## config.mk

```make
export PLATFORM = sky130hd
export DESIGN_NAME = irq_sequencer
export DESIGN_NICKNAME = d
export VERILOG_FILES = /design/src/rtl/irq_sequencer.sv
export SDC_FILE = /design/constraint.sdc
export NUM_CORES = 1
export LEC_CHECK = 0
export CORE_MARGIN = 3
export CORE_UTILIZATION = 37
export CTS_CLUSTER_SIZE = 40
export DETAILED_ROUTE_END_ITERATION = 16
export GPL_ROUTABILITY_DRIVEN = 0
export GPL_TIMING_DRIVEN = 0
export PLACE_DENSITY_LB_ADDON = 0.25
export RECOVER_POWER = 50
export SYNTH_ARGS = -nofsm -noshare
export SYNTH_HDL_FRONTEND = slang
export SYNTH_SLANG_ARGS = --single-unit
```

## constraint.sdc

```tcl
create_clock -name clk -period 1.9 [get_ports clk]
set_input_delay 0.475 -clock clk [delete_from_list [all_inputs] [get_ports clk]]
set_output_delay 0.475 -clock clk [all_outputs]
set_load 0.02 [all_outputs]
```

## src/rtl/irq_sequencer.sv

```systemverilog
// irq_sequencer: walks the CPU through the RESET / NMI / IRQ / BRK entry.
// It pushes PCH, PCL and P onto the stack, then fetches the vector into the PC.
// Optional feature macro: NMI_HIJACK_EN. When it is defined, an NMI that becomes
// pending during an IRQ/BRK entry takes over the vector fetch.
//
// state | meaning
// ------+---------------------------------------------------------------
// IDLE  | waiting for an instruction boundary with a pending source
// S1    | dummy stack read; also the state held while rst is low
// S2    | push PCH (RESET: read only, SP still decremented)
// S3    | push PCL (RESET: read only, SP still decremented)
// S4    | push P with B = (kind == BRK) (RESET: read only, SP decremented)
// S5    | read vector low byte into PCL
// S6    | read vector high byte into PCH, set I, done pulse
module irq_sequencer #(
    parameter logic [7:0]  STACK_PAGE = 8'h01,
    parameter logic [15:0] VEC_NMI    = 16'hFFFA,
    parameter logic [15:0] VEC_RST    = 16'hFFFC,
    parameter logic [15:0] VEC_IRQ    = 16'hFFFE
) (
    input  logic        clk,
    input  logic        rst,
    input  logic        stall,
    input  logic        boundary,
    input  logic        brk,
    input  logic        nmi_n,
    input  logic        irq_n,
    input  logic        i_flag,
    input  logic [7:0]  sp,
    output logic        busy,
    output logic [15:0] addr,
    output logic        rw,
    output logic [1:0]  push_sel,
    output logic        push_b,
    output logic        sp_dec,
    output logic        ld_pcl,
    output logic        ld_pch,
    output logic        set_i,
    output logic [1:0]  kind,
    output logic        done
);

    typedef enum logic [2:0] {IDLE, S1, S2, S3, S4, S5, S6} state_t;

    localparam logic [1:0] K_RESET = 2'd0;
    localparam logic [1:0] K_NMI   = 2'd1;
    localparam logic [1:0] K_IRQ   = 2'd2;
    localparam logic [1:0] K_BRK   = 2'd3;

    state_t      state, state_nx;
    logic        run;
    logic [1:0]  kind_q;
    logic [15:0] vec_q;
    logic [15:0] vec_sel;
    logic        nmi_pend, nmi_prev;
    logic        accept;
    logic [1:0]  win;
    logic        enter_s5;
    logic        hijack;

    assign enter_s5 = run && !stall && (state == S4);
    assign kind     = kind_q;

`ifdef NMI_HIJACK_EN
    assign hijack = nmi_pend && (kind_q == K_IRQ || kind_q == K_BRK);
`else
    assign hijack = 1'b0;
`endif

    // Arbitration at an unstalled boundary: NMI > BRK > unmasked IRQ.
    always_comb begin
        accept = 1'b0;
        win    = K_IRQ;
        if (state == IDLE && boundary && !stall) begin
            if (nmi_pend) begin
                accept = 1'b1;
                win    = K_NMI;
            end else if (brk) begin
                accept = 1'b1;
                win    = K_BRK;
            end else if (!irq_n && !i_flag) begin
                accept = 1'b1;
                win    = K_IRQ;
            end
        end
    end

    // Vector chosen as the sequence enters S5.
    always_comb begin
        case (kind_q)
            K_NMI:   vec_sel = VEC_NMI;
            K_RESET: vec_sel = VEC_RST;
            default: vec_sel = VEC_IRQ;
        endcase
        if (hijack) vec_sel = VEC_NMI;
    end

    // State register. The first edge after reset release is spent in S1,
    // so the reset entry has the same six-cycle length as an interrupt.
    always_ff @(posedge clk or negedge rst) begin
        if (!rst) begin
            state <= S1;
            run   <= 1'b0;
        end else begin
            state <= state_nx;
            run   <= 1'b1;
        end
    end

    // Next-state logic; stall freezes the sequence in place.
    always_comb begin
        state_nx = state;
        if (!run) begin
            state_nx = S1;
        end else if (!stall) begin
            case (state)
                IDLE:    state_nx = accept ? S1 : IDLE;
                S1:      state_nx = S2;
                S2:      state_nx = S3;
                S3:      state_nx = S4;
                S4:      state_nx = S5;
                S5:      state_nx = S6;
                S6:      state_nx = IDLE;
                default: state_nx = IDLE;
            endcase
        end
    end

    // Source kind, latched vector and NMI edge detection. nmi_prev samples
    // even while stalled. A fresh edge wins over a clear in the same cycle,
    // so that NMI is not lost.
    always_ff @(posedge clk or negedge rst) begin
        if (!rst) begin
            kind_q   <= K_RESET;
            vec_q    <= VEC_RST;
            nmi_pend <= 1'b0;
            nmi_prev <= 1'b1;
        end else begin
            nmi_prev <= nmi_n;
            if (accept)
                kind_q <= win;
            else if (enter_s5 && hijack)
                kind_q <= K_NMI;
            if (enter_s5)
                vec_q <= vec_sel;
            if (nmi_prev && !nmi_n)
                nmi_pend <= 1'b1;
            else if (enter_s5 && (kind_q == K_NMI || hijack))
                nmi_pend <= 1'b0;
        end
    end

    // Bus and register-file strobes decoded from the current state.
    always_comb begin
        busy     = (state != IDLE);
        rw       = 1'b1;
        addr     = {STACK_PAGE, sp};
        push_sel = 2'd0;
        push_b   = 1'b0;
        sp_dec   = 1'b0;
        ld_pcl   = 1'b0;
        ld_pch   = 1'b0;
        set_i    = 1'b0;
        done     = 1'b0;
        case (state)
            S2, S3, S4: begin
                sp_dec = 1'b1;
                if (kind_q != K_RESET) begin
                    rw       = 1'b0;
                    push_sel = (state == S2) ? 2'd1 : (state == S3) ? 2'd2 : 2'd3;
                    push_b   = (state == S4) && (kind_q == K_BRK);
                end
            end
            S5: begin
                addr   = vec_q;
                ld_pcl = 1'b1;
            end
            S6: begin
                addr   = vec_q + 16'd1;
                ld_pch = 1'b1;
                set_i  = 1'b1;
                done   = 1'b1;
            end
            default: ;
        endcase
        if (stall) begin
            rw       = 1'b1;
            push_sel = 2'd0;
            sp_dec   = 1'b0;
            ld_pcl   = 1'b0;
            ld_pch   = 1'b0;
            set_i    = 1'b0;
            done     = 1'b0;
        end
    end

endmodule

```

Word level (Yosys, flattened, before mapping):

Index checks and enable logic that the tools add are counted.

* register bits after elaboration: 24
* bits of input ports: 16

* add/subtract/negate cells: 1
* equal/unequal tests: 9
* muxes and demuxes: 31
* reduce and logical (&&, ||, !) cells: 18

Operator list (number)
* case mux 16 bit (2 select lines): 1
* 2-to-1 mux 1 bit: 20
* case mux 3 bit (6 select lines): 1
* adder 16 x 1 -> 16 bit (second input constant): 1
* 2-to-1 mux 2 bit: 6
* == test 3 bit (second input constant): 3
* logical AND 1 bit: 8
* == test 3 x 2 -> 1 bit (second input constant): 2
* 2-to-1 mux 3 bit: 2
* case mux 3 bit (2 select lines): 1
* zero test 1 bit: 4
* nonzero test 2 bit: 2
* == test 3 x 1 -> 1 bit (second input constant): 1
* zero test 3 bit: 1
* nonzero test 3 bit: 1
* OR reduction 3 bit: 1
* == test 2 x 1 -> 1 bit (second input constant): 1
* == test 2 bit (second input constant): 1
* zero test 2 bit: 1
* != test 2 bit (second input constant): 1

Longest topological paths before layout:

Gate-level depths: netlist of the first run.

* depth in word-level cells: 10
* depth in mapped cells: 5

Worst setup path after synthesis of the first run:

Ideal clock, no wire load.

* kind: input -> output
* from: in stall
* to: out ld_pch
* arrival: 1.775 ns
* data required time: 1.425 ns
* setup slack: -0.350 ns
* stages: 3
* path through: buf_2 -> nor4bb_1 -> buf_4

* longest elaborated chain between the ends: 1

Ends and longest elaborated chain
* start: declaration: RTL line 23 `input logic stall,`
* 2-to-1 mux 1 bit
* end: declaration: RTL line 37 `output logic ld_pch,`

Every way passes these cells.

Worst setup path after layout of the first run:

* from: reg state[1]
* to: out push_sel[1]

* longest elaborated chain between the ends: 5
* elaborated cells on any way between the ends: 8

Ends and longest elaborated chain
* start: declaration: RTL line 50 `state_t state, state_nx;`
* start signal: assignment: RTL line 105 `state <= state_nx;`
* == test 3 x 2 -> 1 bit: RTL line 165, 170
* 2-to-1 mux 2 bit: RTL line 170 `push_sel = (state == S2) ? 2'd1 : (state == S3) ? 2'd2 : 2'd3;`
* 2-to-1 mux 2 bit: RTL line 168 `if (kind_q != K_RESET) begin`
* 2-to-1 mux 2 bit *: RTL line 165 `case (state)`
* 2-to-1 mux 2 bit *: RTL line 186 `if (stall) begin`
* end: declaration: RTL line 33 `output logic [1:0] push_sel,`

Every way passes the cells marked *; elsewhere a longest branch is shown, timed or not.

==> impl_results.md, run 1 <==
- Status: complete, but fails checks
- Max-Cap Viols: 0
- Grt total ovfl: 0
- Cell row count: 15
- NetSw: 285 uW
- Vias: 825
- Prevailing post-synth register cell: dfrtp_1
- Post-DR wirelength/cell: 14.5 um
- First-pass GRT wire length: 3620 um
- Clk sinks: 10
- Sequential share of power: 32.8%
- # hold bufs at CTS: 0
- Routed WL: 2400 um
- Clk pwr share: 23.6%
- Static Leak: 0.000663 uW
- CP Launch Type: flip-flop
- CP cell instances: buf_6, or3b_4, a211oi_2, buf_4
- PD cells: 587 nW/um^2
- Crit path DAT: 1650 ps
- Setup Skew: 9.34 ps
- CP bufs+invs: 2
- Input/output buffers: 42
- Ys Warns: 0
- Area of placed instances: 1220 sq um
- Synth Instances: 82
- Layout cells sized above 1: 51.8%
- Int Power: 563 uW
- Core ar.: 1820 sq um
- Drt first pass iters: 4
- Finished Cell Area: 1450 sq um
- Commonest cells after routing, fill and taps aside: buf_6, buf_4, clkdlybuf4s50_1
- Initial DRC count: 14
- Synth async-reset ratio: 100%
- Htree depth: 1
- CTS Buf Count: 3
- Final period util: 112%
- CTS Buffer Depth: 2
- Dpl ws: -781 ps
- Detailed placement HPWL: 1510 um
- Yosys cell types: 38
- Final Net Count: 158
- Crit Path Class: flip-flop to output port
- Mapped cell area: 754 sq um
- Fmax: 470 MHz
- Post-route ant nets: 0
- Die area: 2620 sq um
- Worst hold slack: 521 ps
- Worst-Skew Late Latency: 280 ps
- Type of the worst min-delay path: flip-flop to flip-flop
- Failing checks: negative setup slack
- Syn Area/Cell: 9.20 sq um
- Die height: 51.2 um
- Min cycle time layout: 2130 ps
- Top Ports: 44
- Met1 Use GR: 20.1%
- CTS clock-pin slew for the worst setup and hold paths: 70 ps
- CP Max Fanout: 6
- Global router's overall resource usage: 18.6%
- Register area share after synthesis: 33.7%
- Final core occ: 79.5%
- Initial Util: 41.4%
- VDD IR max: 0.451 mV
- CP max stage cell: or3b_4
- Max Transition Viols Final: 0
- Worst stage delay on the critical path: 420 ps
- Top Family by Delay on Critical Path: simple AND/OR/NAND/NOR gates
- #FFs+latches synth: 10
- Most Crowded Layer GR: met2
- Tot Pwr: 848 uW
- Net Sw Frac: 33.6%
- Root buffer selected by CTS: clkbuf_4
- CTS tree: done
- RSZ-0062 raised after global routing: yes
- Largest net degree at the start of global routing: 11
- Syn-to-layout area delta: 91.7%
- Number of flops mapped to enable cells by yosys: 0
- Logic pwr share: 43.6%
- Initial antenna violation count: 0
- Final worst slack: -227 ps
- Final setup viols: 20
- Met2 usage: 35.2%
- Commonest non-fill, non-tap cell in the layout: buf_6
- Vias per cell: 4.97
- Met3 usage: 2.04%
- Residual DRC count: 0
- Die Wd: 51.2 um
- Crit end category: output port
- Vias in the first global route: 824
- Worst Path Required: 1420 ps
- R2R setup slack: 290 ps
- Number of diodes: 0
- Endpoints failing hold: 0
-- synthesized netlist by cell type, types with 2 or more instances --
cell type / count / area share (%)
dfrtp_1: 7 / 23
mux2_2: 3 / 4.5
a21oi_1: 2 / 1.3
buf_2: 3 / 2.0
nand2b_1: 7 / 5.8
inv_1: 6 / 3.0
or3_1: 2 / 1.7
nor2_1: 4 / 2.0
buf_4: 9 / 9.0
mux2i_1: 2 / 2.7
nor2b_1: 4 / 3.3
nand2_1: 3 / 1.5
dfstp_2: 3 / 10
o21ai_0: 3 / 2.0
-- worst register-to-register path, cell delays in order (launching register included) --
cell	delay (ps)
dfstp_2	400
buf_4	150
bufbuf_16	260
buf_4	130
nor3_2	220
mux2_2	360
-- routing by layer --
| layer | routed length [um] | share of wire (%) | vias up |
|---|---|---|---|
| li1 | - | - | 386 |
| met1 | 910 | 38 | 400 |
| met2 | 1350 | 56 | 34 |
| met3 | 102 | 4.3 | 5 |
| met4 | 39 | 1.6 | 0 |
| met5 | 0 | 0 | - |
-- state kept, by name (all words and copies together) (netlist names) --
| signal | cells |
|---|---|
| run | 1 |
| state | 3 |
| nmi_pend | 1 |
| nmi_prev | 1 |
| kind | 2 |
| vec_q | 2 |
-- final timing paths --
kind                               end     start  depth (start not counted)
setup / recovery           push_sel[1]  state[1]                          4
hold / removal                nmi_pend  nmi_prev                          2
setup reg to reg              vec_q[2]  state[0]                          5
hold reg to reg               nmi_pend  nmi_prev                          2
max in group asynchronous     nmi_prev       rst                          1
min in group asynchronous      kind[0]       rst                          1
-- what timing repair did --
action                                 in CTS  in global routing
setup buffers                               8                  3
gates resized for setup                   147                 14
setup endpoints to repair                  25                 24
pin swaps                                   4                  5
gates cloned                                2                  0
endpoints found under the hold margin       0                  0
-- cell type report --
| type | instances | area, sq um |
|---|---|---|
| inverter | 6 | 25.0 |
| multi-input combinational | 53 | 419 |
| buffer | 13 | 143 |
| clock buffer | 4 | 36.3 |
| timing repair buffer | 55 | 538 |
| fill | 116 | 374 |
| sequential | 10 | 254 |
| tap | 25 | 31.3 |
-- kinds of logic (layout without fill, tap and decap cells) --
logic type,Yosys count,after routing,share of synthesized area (%)
AOI/OAI and AO/OA,13,13,12.4
xor gates and xnor gates,2,2,2.32
buffers and inverters,20,78,17.4
DFF,10,10,33.7
muxes,5,5,7.13
other,1,2,0.497
and+or+nand+nor,31,31,26.5
-- power groups by stage --
stage	Clock [uW]	Sequential (uW)	Combinational (uW)
after floorplan	0	290	160
after detailed placement	0	279	307
final	200	278	370
after global routing	212	282	391
after CTS	203	276	347
after global placement	0	279	304
-- through the flow --
stage                     std cells  setup TNS, ps
after floorplan                  83              0
after global placement          150          -9130
after detailed placement        150          -9610
after CTS                       164          -2230
after global routing            166          -4000
final                           166          -2610
(Power assumes the default switching activity.)
==> inputs of run 2 (changes only) <==
Settings changed: REMOVE_ABC_BUFFERS from default to 1.
==> run 2 against run 1 <==
  * The flow still finishes with violations (negative setup slack)
  * Via count down 2.4%
  * Flip-flop and latch count unchanged
  * Die area unchanged
  * Clock skew is 5.9 ps lower
  * Routed wire length up 7.1%
  * Hold slack worse by 34 ps
  * Global-route usage down 0.16 points
  * Combinational power about the same
  * Core utilization is 0.55 points lower
  * Highest routed layer unchanged
==> impl_results.md, run 2 (synthesis gave the netlist of run 1 again) <==
- R2R setup slack: 400 ps (was 290 ps)
- Post-route ant nets: 0 (unchanged)
- PD cells: 595 nW/um^2 (was 587 nW/um^2)
- Drt first pass iters: 3 (was 4)
- First-pass GRT wire length: 3690 um (was 3620 um)
- Initial Util: 41.4% (unchanged)
- Final setup viols: 21 (was 20)
- CP Max Fanout: 7 (was 6)
- Vias: 805 (was 825)
- Min cycle time layout: 2120 ps (was 2130 ps)
- Cell row count: 15 (unchanged)
- Vias per cell: 4.91 (was 4.97)
- Finished Cell Area: 1440 sq um (was 1450 sq um)
- Grt total ovfl: 0 (unchanged)
- Fmax: 472 MHz (was 470 MHz)
- Max Transition Viols Final: 0 (unchanged)
- Core ar.: 1820 sq um (unchanged)
- CTS clock-pin slew for the worst setup and hold paths: 70 ps (about the same)
- Final period util: 111% (was 112%)
- Worst Path Required: 1420 ps (about the same)
- Number of diodes: 0 (unchanged)
- Syn-to-layout area delta: 90.4% (was 91.7%)
- Crit end category: output port (unchanged)
- Residual DRC count: 0 (unchanged)
- Largest net degree at the start of global routing: 13 (was 11)
- Final Net Count: 156 (was 158)
- RSZ-0062 raised after global routing: yes (unchanged)
- Global router's overall resource usage: 18.4% (was 18.6%)
- Area of placed instances: 1100 sq um (was 1220 sq um)
- Final core occ: 78.9% (was 79.5%)
- CTS tree: done (unchanged)
- Initial antenna violation count: 0 (unchanged)
- Most flops, register: state (unchanged)
- Initial DRC count: 12 (was 14)
- Worst-Skew Late Latency: 260 ps (was 280 ps)
- CTS Buffer Depth: 2 (unchanged)
- CP Launch Type: flip-flop (unchanged)
- Filler Cells Inserted: 127 (was 116)
- Die area: 2620 sq um (unchanged)
- Routed WL: 2570 um (was 2400 um)
- Top Ports: 44 (unchanged)
- Max reg flops: 3 (unchanged)
- Root buffer selected by CTS: clkbuf_4 (unchanged)
- Setup Skew: 3.40 ps (was 9.34 ps)
- Slew HR: 67.5%
- Register area: 256 sq um (was 254 sq um)
- Tot Pwr: 855 uW (was 848 uW)
- Type of the worst min-delay path: flip-flop to flip-flop (unchanged)
- Vias in the first global route: 816 (was 824)
- Endpoints failing hold: 0 (unchanged)
- Static Leak: 0.000658 uW (was 0.000663 uW)
- Input/output buffers: 42 (unchanged)
- VDD IR max: 0.487 mV (was 0.451 mV)
- Max-Cap Viols: 0 (unchanged)
- Post-DR wirelength/cell: 15.7 um (was 14.5 um)
- Multi-input logic area: 469 sq um (was 419 sq um)
- Crit path DAT: 1640 ps (was 1650 ps)
- CTS Buf Count: 3 (unchanged)
- Layout cells sized above 1: 58.3% (was 51.8%)
- Commonest cells after routing, fill and taps aside: buf_4, buf_6, clkdlybuf4s50_1 (was buf_6, buf_4, clkdlybuf4s50_1)
- Failing checks: negative setup slack (unchanged)
- Final worst slack: -217 ps (was -227 ps)
- Crit Path Class: flip-flop to output port (unchanged)
- Commonest non-fill, non-tap cell in the layout: buf_4 (was buf_6)
- Die Wd: 51.2 um (unchanged)
- Worst hold slack: 487 ps (was 521 ps)
- Status: complete, but fails checks (unchanged)
- Worst slew pin tran: 479 ps
- Detailed placement HPWL: 1390 um (was 1510 um)
- Die height: 51.2 um (unchanged)
- Clk sinks: 10 (unchanged)
- Htree depth: 1 (unchanged)
-- run 2: final timing paths --
path	from	to	cells past startpoint
min in group asynchronous	rst	run	1
max	state[0]	addr[2]	4
max in group asynchronous	rst	vec_q[2]	1
max reg2reg	state[2]	kind[0]	6
min reg2reg	run	state[0]	1
min	run	state[0]	1
-- run 2: what timing repair did --
action | CTS | global route
gates resized for setup | 137 | 24
hold buffers | 0 | 0
pin swaps | 6 | 7
gates cloned | 0 | 0
endpoints found under the setup margin | 25 | 24
buffers inserted | 19 | 5
-- run 2: critical path: stages, from the launching register on --
cell     delay (ps)
dfstp_2         610
xor2_2          210
nand2_4         120
mux2_4          310
buf_6           130
-- run 2: stage by stage --
stage               TNS, ps  instances  setup slack [ps]
detailed placement   -12250        136              -850
global placement     -11330        136              -796
global route          -3950        164              -270
CTS                   -1950        159              -198
finish                -2400        164              -217
floorplan             -5820         69              -996
-- run 2: routing by layer --
metal,routed length [um],global-route usage (%),vias to the layer above
li1,-,-,382
met1,955,19.3,397
met2,1450,36.1,24
met3,159,2.92,2
met4,6,6.73,0
met5,0,0,-
-- run 2: final cells by class --
type	instances	share of cell area, %
inverter	6	1.74
tap	25	2.18
multi-input combinational	53	32.7
sequential	10	17.9
timing repair buffer	66	43.0
clock buffer	4	2.53
-- run 2: power breakdown --
group          total (uW)  internal, uW  switching [uW]
Sequential            292           246            46.6
Clock                 189           116            72.9
Combinational         373           195             178
Total                 855           557             298
